[src/rtl/arb_pkg.sv]
// Shared types and constants for the 8-way round-robin arbiter.
package arb_pkg;

  localparam int ARB_N   = 8;
  localparam int ARB_IDW = 3;

  typedef enum logic {
    IDLE = 1'b0,
    BUSY = 1'b1
  } arb_state_e;

  typedef logic [ARB_N-1:0]   arb_vec_t;
  typedef logic [ARB_IDW-1:0] arb_id_t;

  // Successor index; the 3-bit width provides the mod-8 wrap.
  function automatic arb_id_t next_id(input arb_id_t id);
    return id + arb_id_t'(1);
  endfunction

endpackage

[src/rtl/rr_pick.sv]
// Combinational rotating-priority picker: scans cand starting at ptr and
// returns the first set bit as one-hot, binary index and a found flag.
module rr_pick
  import arb_pkg::*;
(
  input  logic [ARB_N-1:0]   cand,
  input  logic [ARB_IDW-1:0] ptr,
  output logic [ARB_N-1:0]   onehot,
  output logic [ARB_IDW-1:0] idx,
  output logic               found
);

  always_comb begin : p_scan
    arb_id_t pos;
    // NOTE: every output of a combinational block gets a default before any
    // conditional assignment; a path that leaves one unassigned infers a latch.
    found = 1'b0;
    idx   = '0;
    pos   = '0;
    for (int i = 0; i < ARB_N; i++) begin
      pos = ptr + arb_id_t'(i);
      if (!found && cand[pos]) begin
        found = 1'b1;
        idx   = pos;
      end
    end
  end

  assign onehot = found ? (arb_vec_t'(1) << idx) : '0;

endmodule

[src/rtl/arb_rr_8.sv]
// 8-requester round-robin arbiter with registered one-hot grant, release
// without bubble, and forced rotation after MAX_HOLD cycles of contention.
module arb_rr_8
  import arb_pkg::*;
#(
  parameter int MAX_HOLD = 16
) (
  input  logic               clk,
  input  logic               rst,
  input  logic [ARB_N-1:0]   req,
  output logic [ARB_N-1:0]   gnt,
  output logic [ARB_IDW-1:0] gnt_id,
  output logic               gnt_valid,
  output logic               idle
);

  localparam logic [7:0] HOLD_LAST = 8'(MAX_HOLD - 1);

  arb_state_e state_q, state_d;
  arb_id_t    ptr_q, ptr_d;
  logic [7:0] hold_q, hold_d;
  arb_vec_t   gnt_q, gnt_d;
  arb_id_t    gnt_id_q, gnt_id_d;
  logic       gnt_valid_q, gnt_valid_d;

  logic       busy;
  logic       cur_held;
  logic       others_req;
  logic       at_limit;
  logic       rotate;
  arb_vec_t   pick_cand;
  arb_id_t    pick_ptr;
  arb_vec_t   pick_onehot;
  arb_id_t    pick_idx;
  logic       pick_found;

  assign busy       = (state_q == BUSY);
  assign cur_held   = req[gnt_id_q];
  assign others_req = |(req & ~gnt_q);
  assign at_limit   = (hold_q == HOLD_LAST);
  assign rotate     = busy && (!cur_held || (at_limit && others_req));

  // While busy, the current owner is masked out and the search starts just
  // past it, so the same pick serves both release and forced rotation.
  assign pick_cand = busy ? (req & ~gnt_q) : req;
  assign pick_ptr  = busy ? next_id(gnt_id_q) : ptr_q;

  rr_pick u_pick (
    .cand   (pick_cand),
    .ptr    (pick_ptr),
    .onehot (pick_onehot),
    .idx    (pick_idx),
    .found  (pick_found)
  );

  always_comb begin
    state_d     = state_q;
    ptr_d       = ptr_q;
    hold_d      = hold_q;
    gnt_d       = gnt_q;
    gnt_id_d    = gnt_id_q;
    gnt_valid_d = gnt_valid_q;

    case (state_q)
      IDLE: begin
        if (pick_found) begin
          state_d     = BUSY;
          gnt_d       = pick_onehot;
          gnt_id_d    = pick_idx;
          gnt_valid_d = 1'b1;
          hold_d      = '0;
        end
      end
      BUSY: begin
        if (rotate) begin
          ptr_d  = pick_ptr;
          hold_d = '0;
          if (pick_found) begin
            gnt_d       = pick_onehot;
            gnt_id_d    = pick_idx;
            gnt_valid_d = 1'b1;
          end else begin
            state_d     = IDLE;
            gnt_d       = '0;
            gnt_id_d    = '0;
            gnt_valid_d = 1'b0;
          end
        end else if (!at_limit) begin
          hold_d = hold_q + 8'd1;
        end
      end
      default: state_d = IDLE;
    endcase
  end

  // NOTE: sequential state uses non-blocking assignments so every flop samples
  // its _d value from before the edge, independent of statement order.
  always_ff @(posedge clk or posedge rst) begin
    if (rst) begin
      state_q     <= IDLE;
      ptr_q       <= '0;
      hold_q      <= '0;
      gnt_q       <= '0;
      gnt_id_q    <= '0;
      gnt_valid_q <= 1'b0;
    end else begin
      state_q     <= state_d;
      ptr_q       <= ptr_d;
      hold_q      <= hold_d;
      gnt_q       <= gnt_d;
      gnt_id_q    <= gnt_id_d;
      gnt_valid_q <= gnt_valid_d;
    end
  end

  assign gnt       = gnt_q;
  assign gnt_id    = gnt_id_q;
  assign gnt_valid = gnt_valid_q;
  assign idle      = (state_q == IDLE) && (req == '0);

  a_gnt_onehot : assert property (@(posedge clk) disable iff (rst)
    $onehot0(gnt_q));

  a_valid_match : assert property (@(posedge clk) disable iff (rst)
    gnt_valid_q == (gnt_q != '0));

  a_busy_match : assert property (@(posedge clk) disable iff (rst)
    busy == gnt_valid_q);

  a_hold_range : assert property (@(posedge clk) disable iff (rst)
    hold_q <= HOLD_LAST);

endmodule
[config.mk]
export PLATFORM = sky130hd
export DESIGN_NAME = arb_rr_8
export DESIGN_NICKNAME = d
export VERILOG_FILES = /design/src/rtl/arb_pkg.sv /design/src/rtl/rr_pick.sv /design/src/rtl/arb_rr_8.sv
export SDC_FILE = /design/constraint.sdc
export NUM_CORES = 1
export LEC_CHECK = 0
export CAP_MARGIN = 20
export CORE_ASPECT_RATIO = 0.9
export CORE_UTILIZATION = 53
export DETAILED_ROUTE_END_ITERATION = 8
export HOLD_SLACK_MARGIN = 0.02
export PLACE_DENSITY = 0.77
export SYNTH_ARGS = -nofsm -noshare
export SYNTH_HDL_FRONTEND = slang
export SYNTH_SLANG_ARGS = --single-unit
export TNS_END_PERCENT = 1
[constraint.sdc]
create_clock -name clk -period 3.4 [get_ports clk]
set_input_delay 0.34 -clock clk [delete_from_list [all_inputs] [get_ports clk]]
set_output_delay 0.34 -clock clk [all_outputs]
set_load 0.03 [all_outputs]
==> flow_metrics.py <==
metrics = {
    "clock_network": {
        "clockRootBuffer": "clkbuf_8",
        "cts_tree": "built",
        "cts_buffers": 3,
        "cts.sinks": 24,
        "insertion_delay_ns": 0.27,
        "htree_levels": 1,
        "max-clock-path-buffers": 2,
        "hold_buffers": 0,
        "clkTransAtPathRegs_ns": 0.09,
    },
    "routing": {
        "first_pass_iters": 5,
        "vias": 2714,
        "drt-total-wl_mm": 7.76,
        "drt_iter0_drc": 231,
        "drtAntennaViolNets": 0,
        "drt-vias-per-instance": 6.42,
        "drc": 0,
        "wl_per_cell_um": 18.3,
    },
    "global_route": {
        "gr-usage-met2_pct": 52.3,
        "use_met3_pct": 6.35,
        "grt.overflow.total": 0,
        "grt_usage_pct": 33.1,
        "antenna_found_initial": 0,
        "grt_pass1_wl_mm": 12.3,
        "first_global_vias": 2501,
        "grt_max_degree": 25,
        "grt_use_met1_pct": 47.5,
        "grt-busiest-layer": "met2",
    },
    "die": {
        "coreArea_um2": 4430,
        "die_w_um": 73.6,
        "row_count": 23,
        "die_h_um": 66.5,
        "start_util_pct": 55.2,
        "io_pins": 23,
        "die_area_um2": 4890,
    },
    "timing": {
        "rsz0062_at_grt": "true",
        "worstMarginPinSlew_ns": 0.942,
        "finalClockSkew_ns": 0.00957,
        "finalCritPeriodShare_pct": 100,
        "min_period_ns": 3.41,
        "relSlewSlack_pct": 37.1,
        "finalMaxSlewViolations": 0,
        "setup_viol": 1,
        "fmax_mhz": 293,
        "finalWorstSetupSlack_ns": -0.0118,
        "hold_viol_final": 0,
    },
    "place": {
        "hpwl_mm": 6.15,
        "dpl_cell_area_um2": 3120,
        "place_ws_ns": -0.106,
        "routabilityCongestion": 0.941,
        "place.port_buffers": 22,
    },
    "synthesis": {
        "synth_edf_count": 0,
        "synthFlopType": "dfrtp_1",
        "ys_warn_count": 0,
        "syn-num-nets": 302,
        "avgSynthCellArea_um2": 8.46,
        "postSynthCellCount": 289,
        "synth-seq-cells": 24,
        "netlist_area_um2": 2450,
        "seq_area_frac_synth_pct": 24.6,
        "synth_cell_types": 65,
        "synthArstFlopShare_pct": 100,
    },
    "setup_path": {
        "path_common_cell": "buf_4",
        "crit_required_ns": 3.55,
        "crit_family": "compound AO/OA/AOI/OAI gates",
        "cp.arrival_ns": 3.56,
        "critPathBufInv": 2,
        "worstPathMaxFanout": 9,
        "crit_chain": "nor2b_1 -> buf_4 -> a22oi_2 -> buf_4 -> and2_1 -> mux4_2 -> a22oi_4 -> o211ai_1 -> a2111oi_4 -> o22ai_2 -> a32o_1",
        "start_kind": "flip-flop",
        "end_kind": "flip-flop",
        "cpMaxStageDelayCell": "mux4_2",
        "slowest_delay_ns": 0.54,
        "critical_path_class": "flip-flop to flip-flop",
    },
    "outcome": {
        "outcome": "finished, violations left",
        "violations": "setup timing",
    },
    "final_layout": {
        "synthToLayoutAreaGrowth_pct": 34.2,
        "final_nets": 375,
        "num_antenna_cells": 0,
        "drive_gt1_share_pct": 29.1,
        "fill_cells": 329,
        "multi_input_comb_area_um2": 1840,
        "register_area_um2": 603,
        "design_area_um2": 3280,
    },
    "job": {
        "maxCapViolCount": 0,
    },
    "min_path": {
        "hp-class": "flip-flop to flip-flop",
    },
}
## worst register-to-register path, delay by kind of cell (launching register included)
kind                   cells  cell delay [ns]
AOI/OAI and AO/OA          6             1.47
DFF                        1             0.41
and+or+nand+nor            2             0.45
muxes                      1             0.54
buffers and inverters      2             0.40
## per-stage QoR
| step | setup TNS [ns] | std cells | utilization (%) | hold WS (ns) |
|---|---|---|---|---|
| after CTS | 0 | 419 | 71.4 | 0.498 |
| after global routing | -0.366 | 423 | 74.1 | 0.519 |
| after detailed placement | -0.591 | 415 | 70.4 | 0.478 |
| after floorplan | 0 | 289 | - | 0.354 |
| after global placement | -0.238 | 415 | 70.4 | 0.474 |
| final | -0.0118 | 423 | 74.1 | 0.499 |
## logic make-up (layout without fill, tap and decap cells)
kind of cell,count (synthesis),count (layout),synth area share (%)
mux,16,16,11.4
xor+xnor,5,5,1.79
flops,24,24,24.6
fa+ha+maj,3,3,1.53
simple gates,120,120,26.1
compound gates,96,96,29.8
buf+inv,25,97,4.86
## what timing repair did
item,CTS,global route
endpoints found under the hold margin,0,0
resized for setup,0,16
buffers inserted,0,4
setup endpoints to repair,0,16
## cell usage in the layout, fill, tap and decap left out, types with 4 or more instances in the layout
cell type,n
a32o_1,6
nor2_1,17
a22oi_2,4
o21ai_0,13
a32oi_1,5
o211ai_1,5
o21a_1,5
mux4_2,8
dfrtp_1,22
nor4_1,6
mux2_2,4
xnor2_1,4
nor3_1,13
inv_1,9
nand4_1,6
buf_4,58
nor2b_1,9
nand3_1,12
a21o_1,4
nand2_1,30
a21boi_0,7
nand2b_1,4
a21oi_1,9
and2_1,4
and3_1,5
a211oi_1,4
clkdlybuf4s50_1,22
## Yosys cell counts, types with 5 or more instances
cell | instances | share of area [%]
nand3_1 | 12 | 2.5
a211oi_1 | 5 | 1.5
a22oi_1 | 5 | 1.5
a21boi_0 | 7 | 2.1
inv_1 | 11 | 1.7
and3_1 | 5 | 1.3
a21oi_1 | 9 | 1.8
o21a_1 | 5 | 1.5
nor2b_1 | 9 | 2.3
o211ai_1 | 5 | 1.5
buf_2 | 5 | 1.0
a32o_1 | 6 | 2.5
nand4_1 | 6 | 1.5
nor4_1 | 6 | 1.5
mux4_2 | 8 | 7.4
nor2_1 | 17 | 2.6
o21ai_0 | 13 | 2.7
dfrtp_1 | 24 | 25
nand2_1 | 30 | 4.6
nor3_1 | 13 | 2.7
a32oi_1 | 6 | 2.1
## registers in the layout (all words and copies together) (netlist names)
name	flops
ptr_q	3
busy	1
gnt	8
gnt_valid	1
gnt_id	3
hold_q	8
## metal layers
| layer | routed length [um] | up-vias |
|---|---|---|
| met1 | 3430 | 1296 |
| li1 | - | 1275 |
| met3 | 728 | 11 |
| met4 | 89 | 0 |
| met5 | 0 | - |
| met2 | 3510 | 132 |
## path summary, 6_finish.rpt
| path | end | cells after the start | from | slack [ns] |
|---|---|---|---|---|
| worst min-delay path | hold_q[7] | 1 | hold_q[7] | 0.50 |
| worst max-delay path | gnt[6] | 11 | ptr_q[0] | -0.01 |
| min in group asynchronous | ptr_q[0] | 2 | rst | 0.58 |
| worst max register to register | gnt[6] | 11 | ptr_q[0] | -0.01 |
| max in group asynchronous | gnt_id[0] | 2 | rst | 2.19 |
| worst min register to register | hold_q[7] | 1 | hold_q[7] | 0.50 |
## layout make-up
cell class,instances,share of cell area (%)
well taps,62,2.36
inverters,12,1.45
flip-flops and latches,24,18.4
repair buffers,81,20.3
multi-input cells,240,56.1
clock buffers,4,1.37
Power is left out: the tool's default activity adds up to more than one toggle a clock period on the data nets, which glitch-free logic cannot reach.
